--- src/rtl/div_pkg.sv ---
// Shared widths, state encoding and constants for the bit-serial divider.
package div_pkg;

   localparam int DIV_N_W   = 19;
   localparam int DIV_D_W   = 16;
   localparam int DIV_CNT_W = 5;

   localparam logic [DIV_N_W-1:0] DIV_DZ_QUOT = 19'h7FFFF;

   typedef enum logic [1:0] {
      IDLE,
      RUN,
      DONE
   } div_state_t;

endpackage

--- src/rtl/div_bit_step.sv ---
// One restoring-division iteration: trial subtract and quotient bit.
module div_bit_step
   import div_pkg::*;
(
   input  logic [DIV_D_W-1:0] rem,
   input  logic               msb,
   input  logic [DIV_D_W-1:0] divisor,
   output logic [DIV_D_W-1:0] next_rem,
   output logic               qbit
);

   logic [DIV_D_W-1:0] shifted;
   logic [DIV_D_W-1:0] diff;

   // 17-bit compare decides the bit; low 16 bits of the difference suffice
   // because a kept result is always below the divisor.
   always_comb begin
      shifted  = {rem[DIV_D_W-2:0], msb};
      diff     = shifted - divisor;
      qbit     = ({rem, msb} >= {1'b0, divisor});
      next_rem = qbit ? diff : shifted;
   end

endmodule

--- src/rtl/div_bit.sv ---
// Sequential unsigned restoring divider, 19-bit by 16-bit, one bit per clock.
module div_bit
   import div_pkg::*;
(
   input  logic               p_reset,
   input  logic               m_clock,
   input  logic [DIV_N_W-1:0] div_bit1,
   input  logic [DIV_D_W-1:0] div_bit2,
   input  logic               div_bit_exe,
   output logic [DIV_N_W-1:0] div_bit_quot,
   output logic [DIV_D_W-1:0] div_bit_rem,
   output logic               div_bit_busy,
   output logic               div_bit_done,
   output logic               div_bit_dz
);

   div_state_t           state;
   logic [DIV_N_W-1:0]   dvd;
   logic [DIV_D_W-1:0]   dvs;
   logic [DIV_D_W-1:0]   prem;
   logic [DIV_CNT_W-1:0] cnt;
   logic [DIV_D_W-1:0]   nrem;
   logic                 qbit;

   div_bit_step u_step (
      .rem      (prem),
      .msb      (dvd[DIV_N_W-1]),
      .divisor  (dvs),
      .next_rem (nrem),
      .qbit     (qbit)
   );

   always_ff @(posedge m_clock) begin
      if (p_reset) begin
         state        <= IDLE;
         dvd          <= '0;
         dvs          <= '0;
         prem         <= '0;
         cnt          <= '0;
         div_bit_quot <= '0;
         div_bit_rem  <= '0;
         div_bit_busy <= 1'b0;
         div_bit_done <= 1'b0;
         div_bit_dz   <= 1'b0;
      end else begin
         unique case (state)
            IDLE: begin
               div_bit_done <= 1'b0;
               if (div_bit_exe) begin
                  dvd          <= div_bit1;
                  dvs          <= div_bit2;
                  prem         <= '0;
                  cnt          <= DIV_CNT_W'(DIV_N_W - 1);
                  div_bit_busy <= 1'b1;
                  if (div_bit2 == '0) begin
                     state        <= DONE;
                     div_bit_done <= 1'b1;
                     div_bit_quot <= DIV_DZ_QUOT;
                     div_bit_rem  <= div_bit1[DIV_D_W-1:0];
                     div_bit_dz   <= 1'b1;
                  end else begin
                     state        <= RUN;
                     div_bit_dz   <= 1'b0;
                  end
               end
            end
            RUN: begin
               prem <= nrem;
               dvd  <= {dvd[DIV_N_W-2:0], qbit};
               if (cnt == '0) begin
                  state        <= DONE;
                  div_bit_done <= 1'b1;
                  div_bit_quot <= {dvd[DIV_N_W-2:0], qbit};
                  div_bit_rem  <= nrem;
               end else begin
                  cnt <= cnt - 1'b1;
               end
            end
            DONE: begin
               state        <= IDLE;
               div_bit_busy <= 1'b0;
               div_bit_done <= 1'b0;
            end
            default: begin
               state        <= IDLE;
               div_bit_busy <= 1'b0;
               div_bit_done <= 1'b0;
            end
         endcase
      end
   end

endmodule

--- config.mk ---
export PLATFORM = sky130hd
export DESIGN_NAME = div_bit
export DESIGN_NICKNAME = d
export VERILOG_FILES = /design/src/rtl/div_pkg.sv /design/src/rtl/div_bit_step.sv /design/src/rtl/div_bit.sv
export SDC_FILE = /design/constraint.sdc
export NUM_CORES = 1
export LEC_CHECK = 0
export ABC_AREA = 0
export CAP_MARGIN = 20
export CORE_MARGIN = 1.5
export CORE_UTILIZATION = 49
export CTS_CLUSTER_SIZE = 10
export DETAILED_ROUTE_END_ITERATION = 7
export PLACE_DENSITY = 0.76
export SLEW_MARGIN = 20
export SYNTH_ARGS = -nofsm -noshare
export SYNTH_HDL_FRONTEND = slang
export SYNTH_HIERARCHICAL = 1
export SYNTH_SLANG_ARGS = --single-unit
--- constraint.sdc ---
create_clock -name m_clock -period 2.7 [get_ports m_clock]
set_clock_uncertainty 0.05 [all_clocks]
set_input_delay 0.405 -clock m_clock [delete_from_list [all_inputs] [get_ports m_clock]]
set_output_delay 0.405 -clock m_clock [all_outputs]
set_load 0.01 [all_outputs]
==> impl_metrics.ini, run 1 <==
[floorplanning]
die_area_sq_mm = 0.01071
start_util_pct = 50.61
core_sq_mm = 0.009774
fp.dieW_um = 103.5
rows = 36
io_pins = 76
fp.dieH_um = 103.5

[cells_and_area]
n_antenna_cell = 0
fillers = 794
drive_above_1_share_pct = 25.99
stdcell_count = 787
area_delta_synth_final_pct = 31.46
layout_common_cells = dfxtp_1 (86), clkdlybuf4s50_1 (74), a21oi_1 (72), nand2_1 (47), buf_4 (42)
layout.nets = 705
final_common_cell = dfxtp_1

[logic_synthesis]
syn_avg_cell_area_sq_um = 8.914
synth_cells = 555
ys_ff_latch = 96
ys_types = 64
ys_warn_count = 6
synth_area_sq_mm = 0.004947
syn_nets = 611
synth_edf_count = 0
synth_flop_cell = dfxtp_1
synthArstFlopShare_pct = 0
ys_seq_area_share_pct = 38.85

[place]
place.gp.congestion = 0.9462
hpwl_mm = 9.043
place_ws_ns = -0.01854
dp_cells = 759
io_buffers = 75

[worst_setup_path]
cp-start-kind = flop
r2r_cells = 11
r2r-start = prem[13]$_SDFFE_PP0P_
ff2ff_setup_slack_ns = -0.05
cp.required_ns = 2.91
crit_type = reg2reg
cp_max_fo = 3
crit_arrival_ns = 2.96
r2r_end = div_bit_rem[0]$_SDFFE_PP0P_
end_kind = flop

[clock_network]
cts_tree = done
cts.clk_slew.worst_paths_ns = 0.09
clockBufferDepth = 2
numCtsBuffers = 9
cts_hold_buf = 0
clock_sinks = 96
root_buffer = clkbuf_8
ctsHtreeMaxLevel = 3
clock_latency_ns = 0.36

[pwr]
pwr_density_cell_mw_per_mm2 = 929.4
comb_power_share_pct = 55.2
p_sw_share_pct = 37.20
design_power_total_w = 0.006044
power.switching_w = 0.002249
pwr-share-seq_pct = 28.4
p_leak_nw = 2.539
clkPwrFrac_pct = 16.4
vdd_drop_max_mv = 0.4542
power.internal_w = 0.003796

[hold_path]
hold_depth = 2
min-delay-start = dvs[8]$_SDFFE_PP0P_
min_to = dvs[8]$_SDFFE_PP0P_
hold_path.class = reg2reg

[drt]
via_per_inst = 5.732
vias = 4511
wl_per_cell_um = 16.71
drt-total-wl_mm = 13.15
drtAntennaViolNets = 0
drc = 0
drt-initial-drc-count = 325
first_pass_iters = 5

[run_status]
violations = negative setup slack
status = complete, but fails checks

[global_route]
grt_max_degree = 62
antenna_found_initial = 0
groute.usage.overall_pct = 23.29
grt_overflow = 0
grt_pass1_wl_mm = 19.49
grt_pass1_vias = 4001

[sta]
period_needed_ns = 2.753
worst_slack_ns = -0.05350
fmax_mhz = 363.2
tightest_slew_ns = 0.8822
slew_headroom_pct = 41.12
finalHoldViolCount = 0
period_share_pct = 102.0
rsz0062_at_grt = yes
setup_viol = 1
drv_slew = 0

[run]
maxCapViolations = 0
## stage by stage
stage	hold slack (ns)	instance area, sq um	utilization, %	setup TNS (ns)
2_1_floorplan	0.3863	4947	-	0
3_3_place_gp	0.3940	5936	60.73	0
3_5_place_dp	0.3973	5939	60.77	-0.06877
4_1_cts	0.4103	6157	62.99	-0.002528
5_1_grt	0.4242	6504	66.54	-0.6370
6_report	0.4084	6504	66.54	-0.05350
## registers in the layout (all words and copies together), names as in the netlist, 2 cells and up
| register | cells |
|---|---|
| div_bit_rem | 16 |
| prem | 16 |
| dvd | 19 |
| cnt | 5 |
| dvs | 16 |
| state | 2 |
| div_bit_quot | 19 |
## how the worst max path moves through the flow
stage / cells past startpoint / start / slack (ns) / endpoint
final: 11 / prem[13]$_SDFFE_PP0P_ / -0.05 / div_bit_rem[0]$_SDFFE_PP0P_
after global routing: 12 / dvs[7]$_SDFFE_PP0P_ / -0.15 / div_bit_rem[0]$_SDFFE_PP0P_
after CTS: 11 / dvs[14]$_SDFFE_PP0P_ / -0.003 / div_bit_rem[0]$_SDFFE_PP0P_
after detailed placement: 11 / dvs[3]$_SDFFE_PP0P_ / -0.02 / div_bit_rem[10]$_SDFFE_PP0P_
after global placement: 10 / dvs[11]$_SDFFE_PP0P_ / 0.04 / div_bit_rem[14]$_SDFFE_PP0P_
after floorplan: 13 / dvs[14]$_SDFFE_PP0P_ / 0.03 / div_bit_rem[10]$_SDFFE_PP0P_
## per-layer routing
metal  part of all wire [%]  up-vias  GRT usage (%)
li1                       -     2180              -
met1                     45     2142          31.54
met2                     49      165          39.12
met3                    4.6       24          3.159
met4                    1.7        0          6.237
met5                      0        -              0
## kinds of logic (layout without fill, tap and decap cells)
logic type / Yosys count / after routing / share of synthesized area (%)
multiplexers: 18 / 18 / 4.552
XOR/XNOR: 14 / 14 / 2.479
flip-flops: 96 / 96 / 38.85
adder cells (fa/ha/maj): 18 / 18 / 4.704
buffers and inverters: 83 / 182 / 7.233
AO/OA/AOI/OAI: 195 / 195 / 28.53
AND/OR/NAND/NOR: 131 / 131 / 13.66
## cell usage after synthesis, types with 4 or more instances
cell	instances	area, sq um
o221a_2	18	202.7
nor4_2	4	50.05
buf_2	4	20.02
o21ai_0	25	125.1
xnor2_1	9	78.83
and2_1	17	106.4
a21oi_1	80	400.4
ha_1	17	212.7
inv_1	44	165.2
a221oi_1	6	52.55
o21bai_1	6	45.04
nor3_1	6	30.03
a22oi_1	16	120.1
mux2i_1	6	60.06
dfxtp_1	96	1922
clkbuf_1	29	108.9
nor2b_1	4	25.02
nor2_1	31	116.4
xor2_1	5	43.79
mux2_2	4	45.04
a221oi_2	10	150.1
nand2_1	47	176.4
a211oi_1	6	45.04
mux2_4	8	120.1
## what timing repair did
item / 4_1_cts / 5_1_grt
setup endpoints to repair: 9 / 32
buffers inserted: 0 / 12
pin swaps: 0 / 13
cloned: 0 / 0
resized for setup: 2 / 60
## power by group through the flow
stage / Sequential, W / Clock, W / Combinational (W)
after floorplan: 0.00173 / 0 / 0.00184
after global placement: 0.00173 / 0 / 0.00255
after detailed placement: 0.00173 / 0 / 0.00259
after CTS: 0.00170 / 0.00101 / 0.00262
after global routing: 0.00173 / 0.00106 / 0.00354
final: 0.00171 / 0.000993 / 0.00334
## critical path: stages (launching register included)
cell and delay (ns):
dfxtp_2 0.38, ha_4 0.21, a21o_1 0.17, a211o_1 0.28
a41o_1 0.26, a31oi_4 0.19, o21a_4 0.21, buf_6 0.12
buf_6 0.11, mux2i_2 0.24, a21oi_1 0.12, a221oi_1 0.31
## final cells by class
type / instances / area (sq um) / share of cell area (%)
Clock buffer: 9 / 123.9 / 1.905
Clock inverter: 7 / 87.58 / 1.347
Inverter: 45 / 181.4 / 2.790
Multi-Input combinational cell: 376 / 2895 / 44.52
Sequential cell: 96 / 1934 / 29.74
Tap cell: 133 / 166.4 / 2.559
Timing Repair Buffer: 121 / 1115 / 17.14
Power figures use the tool's default switching activity.
==> run 2, diff against run 1 <==
ABC_AREA = default   (was 0)
CORE_MARGIN = default   (was 1.5)
==> run 2 against run 1 <==
The flow now finishes without violations. Register-to-register slack gained 0.098 ns. Non-clock buffer count shrank 10. Critical path depth shrank 2.
==> impl_metrics.ini, run 2 (synthesized netlist as in run 1, its figures left out) <==
[drt]
drtAntennaViolNets = 0
drc = 0
vias = 4472
wl_per_cell_um = 16.88
via_per_inst = 5.748
drt-total-wl_mm = 13.13
first_pass_iters = 6
drt-initial-drc-count = 396

[worst_setup_path]
crit_path_max_incr_delay_ns = 0.42
cp.required_ns = 2.93
cp_cell_sequence = inv_1, ha_1, and4_4, o21ai_0, or3_1, a41o_1, nor2_1, a21oi_1, a221oi_2
cp_slowest_cell = ha_1
cp-start-kind = flop
end_kind = flop
crit_type = reg2reg
cp_max_fo = 6
crit_arrival_ns = 2.89

[cells_and_area]
layout_common_cells = dfxtp_1 (84), clkdlybuf4s50_1 (74), a21oi_1 (72), nand2_1 (46), inv_1 (41)
n_antenna_cell = 0
utilization_pct = 66.12
drive_above_1_share_pct = 26.20
design_area_sq_mm = 0.006462
area_delta_synth_final_pct = 30.63
largestRegisters = div_bit_quot: 19 flops, dvd: 19 flops
fillers = 813
final_common_cell = dfxtp_1
layout.nets = 696

[global_route]
grt_pass1_wl_mm = 20.32
grt_pass1_vias = 4110
antenna_found_initial = 0
groute.usage.overall_pct = 25.05
grt_max_degree = 62
grt_overflow = 0

[hold_path]
hold_path.class = reg2reg

[run]
maxCapViolations = 0

[clock_network]
cts.clk_slew.worst_paths_ns = 0.10
clock_sinks = 96
clock_latency_ns = 0.37
cts_tree = done
root_buffer = clkbuf_8
clockBufferDepth = 2
numCtsBuffers = 9
cts_hold_buf = 0
ctsHtreeMaxLevel = 3

[sta]
tightest_slew_ns = 0.9354
period_needed_ns = 2.656
fmax_mhz = 376.5
finalSetupTns_ns = 0
rsz0062_at_grt = yes
slew_headroom_pct = 37.57
setup_viol = 0
drv_slew = 0
finalHoldViolCount = 0
period_share_pct = 98.37

[floorplanning]
die_area_sq_mm = 0.01050
fp.dieH_um = 102.5
core_sq_mm = 0.009774
io_pins = 76
rows = 36
fp.dieW_um = 102.5
start_util_pct = 50.61

[pwr]
vdd_drop_max_mv = 0.4968
p_leak_nw = 2.489
pwr_density_cell_mw_per_mm2 = 886.6

[run_status]
status = completed

[place]
hpwl_mm = 9.056
place.gp.congestion = 0.9663
io_buffers = 75
postPlaceCellArea_sq_mm = 0.005887
[run 2: what timing repair did]
item,in CTS,in global routing
endpoints found under the setup margin,25,31
pin swaps,0,17
buffers inserted,0,9
resized for setup,7,63
gates cloned,0,1
[run 2: layout make-up]
| type | count | area, sq um | area share (%) |
|---|---|---|---|
| multi-input combinational | 376 | 2950 | 45.65 |
| clock buffer | 10 | 137.6 | 2.130 |
| sequential | 96 | 1937 | 29.97 |
| timing repair inverter | 1 | 8.758 | 0.1355 |
| clock inverter | 6 | 57.56 | 0.8906 |
| inverter | 45 | 181.4 | 2.807 |
| timing repair buffer | 111 | 1023 | 15.84 |
| tap | 133 | 166.4 | 2.575 |
[run 2: worst paths after layout]
kind / startpoint / to / slack [ns] / cells after the start
setup / recovery: dvs[5]$_SDFFE_PP0P_ / div_bit_rem[13]$_SDFFE_PP0P_ / 0.04 / 9
hold / removal: dvs[15]$_SDFFE_PP0P_ / dvs[15]$_SDFFE_PP0P_ / 0.41 / 2
setup reg to reg: dvs[5]$_SDFFE_PP0P_ / div_bit_rem[13]$_SDFFE_PP0P_ / 0.04 / 9
hold reg to reg: dvs[15]$_SDFFE_PP0P_ / dvs[15]$_SDFFE_PP0P_ / 0.41 / 2
[run 2: where the power goes]
part / switching (W) / internal, W
clock: 0.000547 / 0.000383
sequential: 0.000131 / 0.00158
combinational: 0.00154 / 0.00154
[run 2: layer usage]
| layer | wire, um | share of wire [%] | vias to the layer above | GRT usage [%] |
|---|---|---|---|---|
| met5 | 0 | 0 | - | 0 |
| met4 | 291 | 2.2 | 0 | 9.670 |
| met3 | 705 | 5.4 | 26 | 3.694 |
| met2 | 6432 | 49 | 155 | 40.72 |
| met1 | 5701 | 43 | 2121 | 33.50 |
| li1 | - | - | 2170 | - |
[run 2: critical path, delay by kind of cell, from the launching register on]
family | cells | cell delay [ns]
AND/OR/NAND/NOR | 3 | 0.90
AO/OA/AOI/OAI | 4 | 0.78
adder cells (fa/ha/maj) | 1 | 0.42
flip-flops | 1 | 0.36
buffers and inverters | 1 | 0.07
[run 2: metrics by stage]
| step | hold WS, ns | instances | total power, W | worst slack (ns) |
|---|---|---|---|---|
| 2_1_floorplan | 0.3863 | 555 | 0.003569 | 0.03019 |
| 3_3_place_gp | 0.3955 | 752 | 0.004214 | -0.006096 |
| 3_5_place_dp | 0.3970 | 752 | 0.004264 | -0.06733 |
| 4_1_cts | 0.4120 | 768 | 0.005257 | -0.009409 |
| 5_1_grt | 0.4358 | 778 | 0.006018 | -0.05139 |
| 6_report | 0.4075 | 778 | 0.005729 | 0.04401 |
==> run 3, diff against run 2 <==
CELL_PAD_IN_SITES_DETAIL_PLACEMENT = 0   (was default)
CELL_PAD_IN_SITES_GLOBAL_PLACEMENT = 1   (was default)
CORE_UTILIZATION = 37   (was 49)
HOLD_SLACK_MARGIN = 0.02   (was default)
PLACE_DENSITY = default   (was 0.76)
PLACE_DENSITY_LB_ADDON = 0.1   (was default)
==> run 3 against run 2 <==
Sequential share of layout area is 0.89 points lower. Maximum frequency is 2.0% higher. Power is 7.1% higher. Design area is 2.7% higher. Largest power group unchanged. Highest routed layer unchanged.
==> impl_metrics.ini, run 3 (synthesized netlist as in run 1, its figures left out) <==
[clock_network]
root_buffer = clkbuf_16
numCtsBuffers = 9
cts_tree = done
clock_sinks = 96
clockBufferDepth = 2
cts.clk_slew.worst_paths_ns = 0.07
ctsHtreeMaxLevel = 3
cts_hold_buf = 0
clock_latency_ns = 0.35

[global_route]
grt_pass1_vias = 4291
grt_pass1_wl_mm = 22.69
grt_max_degree = 62
grt_overflow = 0
antenna_found_initial = 0
groute.usage.overall_pct = 20.74

[worst_setup_path]
cp.required_ns = 2.85
r2r_cells = 11
end_kind = flop
crit_arrival_ns = 2.75
cp-start-kind = flop
cp_max_fo = 7
crit_type = reg2reg
crit_path_max_incr_delay_ns = 0.33
cp_cell_sequence = inv_2, ha_4, a21o_1, a211o_1, a41o_1, a31oi_4, o21a_4, clkinv_8, mux2_4, a21oi_1, a221oi_2
cp_slowest_cell = dfxtp_2

[floorplanning]
start_util_pct = 38.58
rows = 41
core_sq_mm = 0.01282
fp.dieW_um = 117.6
fp.dieH_um = 117.6
io_pins = 76
die_area_sq_mm = 0.01384

[pwr]
p_leak_nw = 2.557
design_power_total_w = 0.006135
vdd_drop_max_mv = 0.5710
pwr_density_cell_mw_per_mm2 = 924.2

[drt]
drt-total-wl_mm = 14.08
vias = 4365
drtAntennaViolNets = 0
first_pass_iters = 5
wl_per_cell_um = 17.09
via_per_inst = 5.297
drc = 0
drt-initial-drc-count = 271

[place]
place.gp.congestion = 0.8321
place_ws_ns = -0.04919
io_buffers = 75
hpwl_mm = 10.17

[sta]
slew_headroom_pct = 51.72
drv_slew = 0
period_share_pct = 96.42
tightest_slew_ns = 0.7241
period_needed_ns = 2.603
finalHoldViolCount = 0
hold_slack_ns = 0.4045
fmax_mhz = 384.1
worst_slack_ns = 0.09672
setup_viol = 0
rsz0062_at_grt = yes

[run]
maxCapViolations = 0

[cells_and_area]
register_area_sq_mm = 0.001931
n_antenna_cell = 0
layout_common_cells = dfxtp_1 (89), a21oi_1 (75), clkdlybuf4s50_1 (74), nand2_1 (46)
drive_above_1_share_pct = 24.54
largestRegisters = div_bit_quot: 19 flops, dvd: 19 flops
fillers = 1232
final_common_cell = dfxtp_1
multiInputGateArea_sq_mm = 0.002900
layout.nets = 703
area_delta_synth_final_pct = 34.17

[hold_path]
hold_depth = 2
hold_path.class = reg2reg

[run_status]
status = completed
run 3: changes by cell type in the layout (fill, tap and decap cells not counted), sizes merged:
cell	previous run	this run
buf	37	44
bufinv	0	2
clkinv	3	1
inv	49	47
clkbuf	10	11
clkinvlp	0	1
run 3: metal layers:
metal  track usage [%]  wire, um  up-vias
met1             28.07      6775     2080
met4             6.971       227        0
met2             33.09      6578       83
li1                  -         -     2184
met3             3.731       499       18
met5                 0         0        -
run 3: metrics by stage:
step                  TNS, ns  instances  cell area [sq um]  util, %
global placement    -0.006869        801               6020    46.94
CTS                         0        817               6354    49.54
finish                      0        824               6638    51.76
detailed placement    -0.3986        801               6020    46.94
floorplan                   0        555               4947        -
global route         -0.02512        824               6638    51.76
run 3: worst max-delay path, delay by kind of cell (launching register included):
family / cells / cell delay [ns]
muxes: 1 / 0.32
buffers and inverters: 2 / 0.15
AOI/OAI and AO/OA: 7 / 1.39
adders and majority gates: 1 / 0.20
DFF: 1 / 0.33
run 3: worst paths after layout:
kind                        start                          end  slack, ns
min           dvs[5]$_SDFFE_PP0P_          dvs[5]$_SDFFE_PP0P_       0.40
min reg2reg   dvs[5]$_SDFFE_PP0P_          dvs[5]$_SDFFE_PP0P_       0.40
max reg2reg  dvs[14]$_SDFFE_PP0P_  div_bit_rem[8]$_SDFFE_PP0P_        0.1
max          dvs[14]$_SDFFE_PP0P_  div_bit_rem[8]$_SDFFE_PP0P_        0.1
run 3: report_power, final:
group	switching (W)	total, W	internal (W)
logic	0.00145	0.00300	0.00154
registers	0.000131	0.00171	0.00158
clock network	0.000597	0.00142	0.000824
total	0.00218	0.00613	0.00395
run 3: repair_timing:
item                                    in CTS  in global routing
buffers inserted                             0                  6
pin swaps                                    0                 14
resized for setup                            3                 49
endpoints found under the setup margin      17                 29
gates cloned                                 0                  1
run 3: layout make-up:
type / instances / area share (%)
clock buffers: 11 / 3.506
clock inverters: 5 / 1.320
inverters: 45 / 2.733
multi-input cells: 376 / 43.69
flip-flops and latches: 96 / 29.09
well taps: 172 / 3.242
repair buffers: 118 / 16.29
repair inverters: 1 / 0.1320
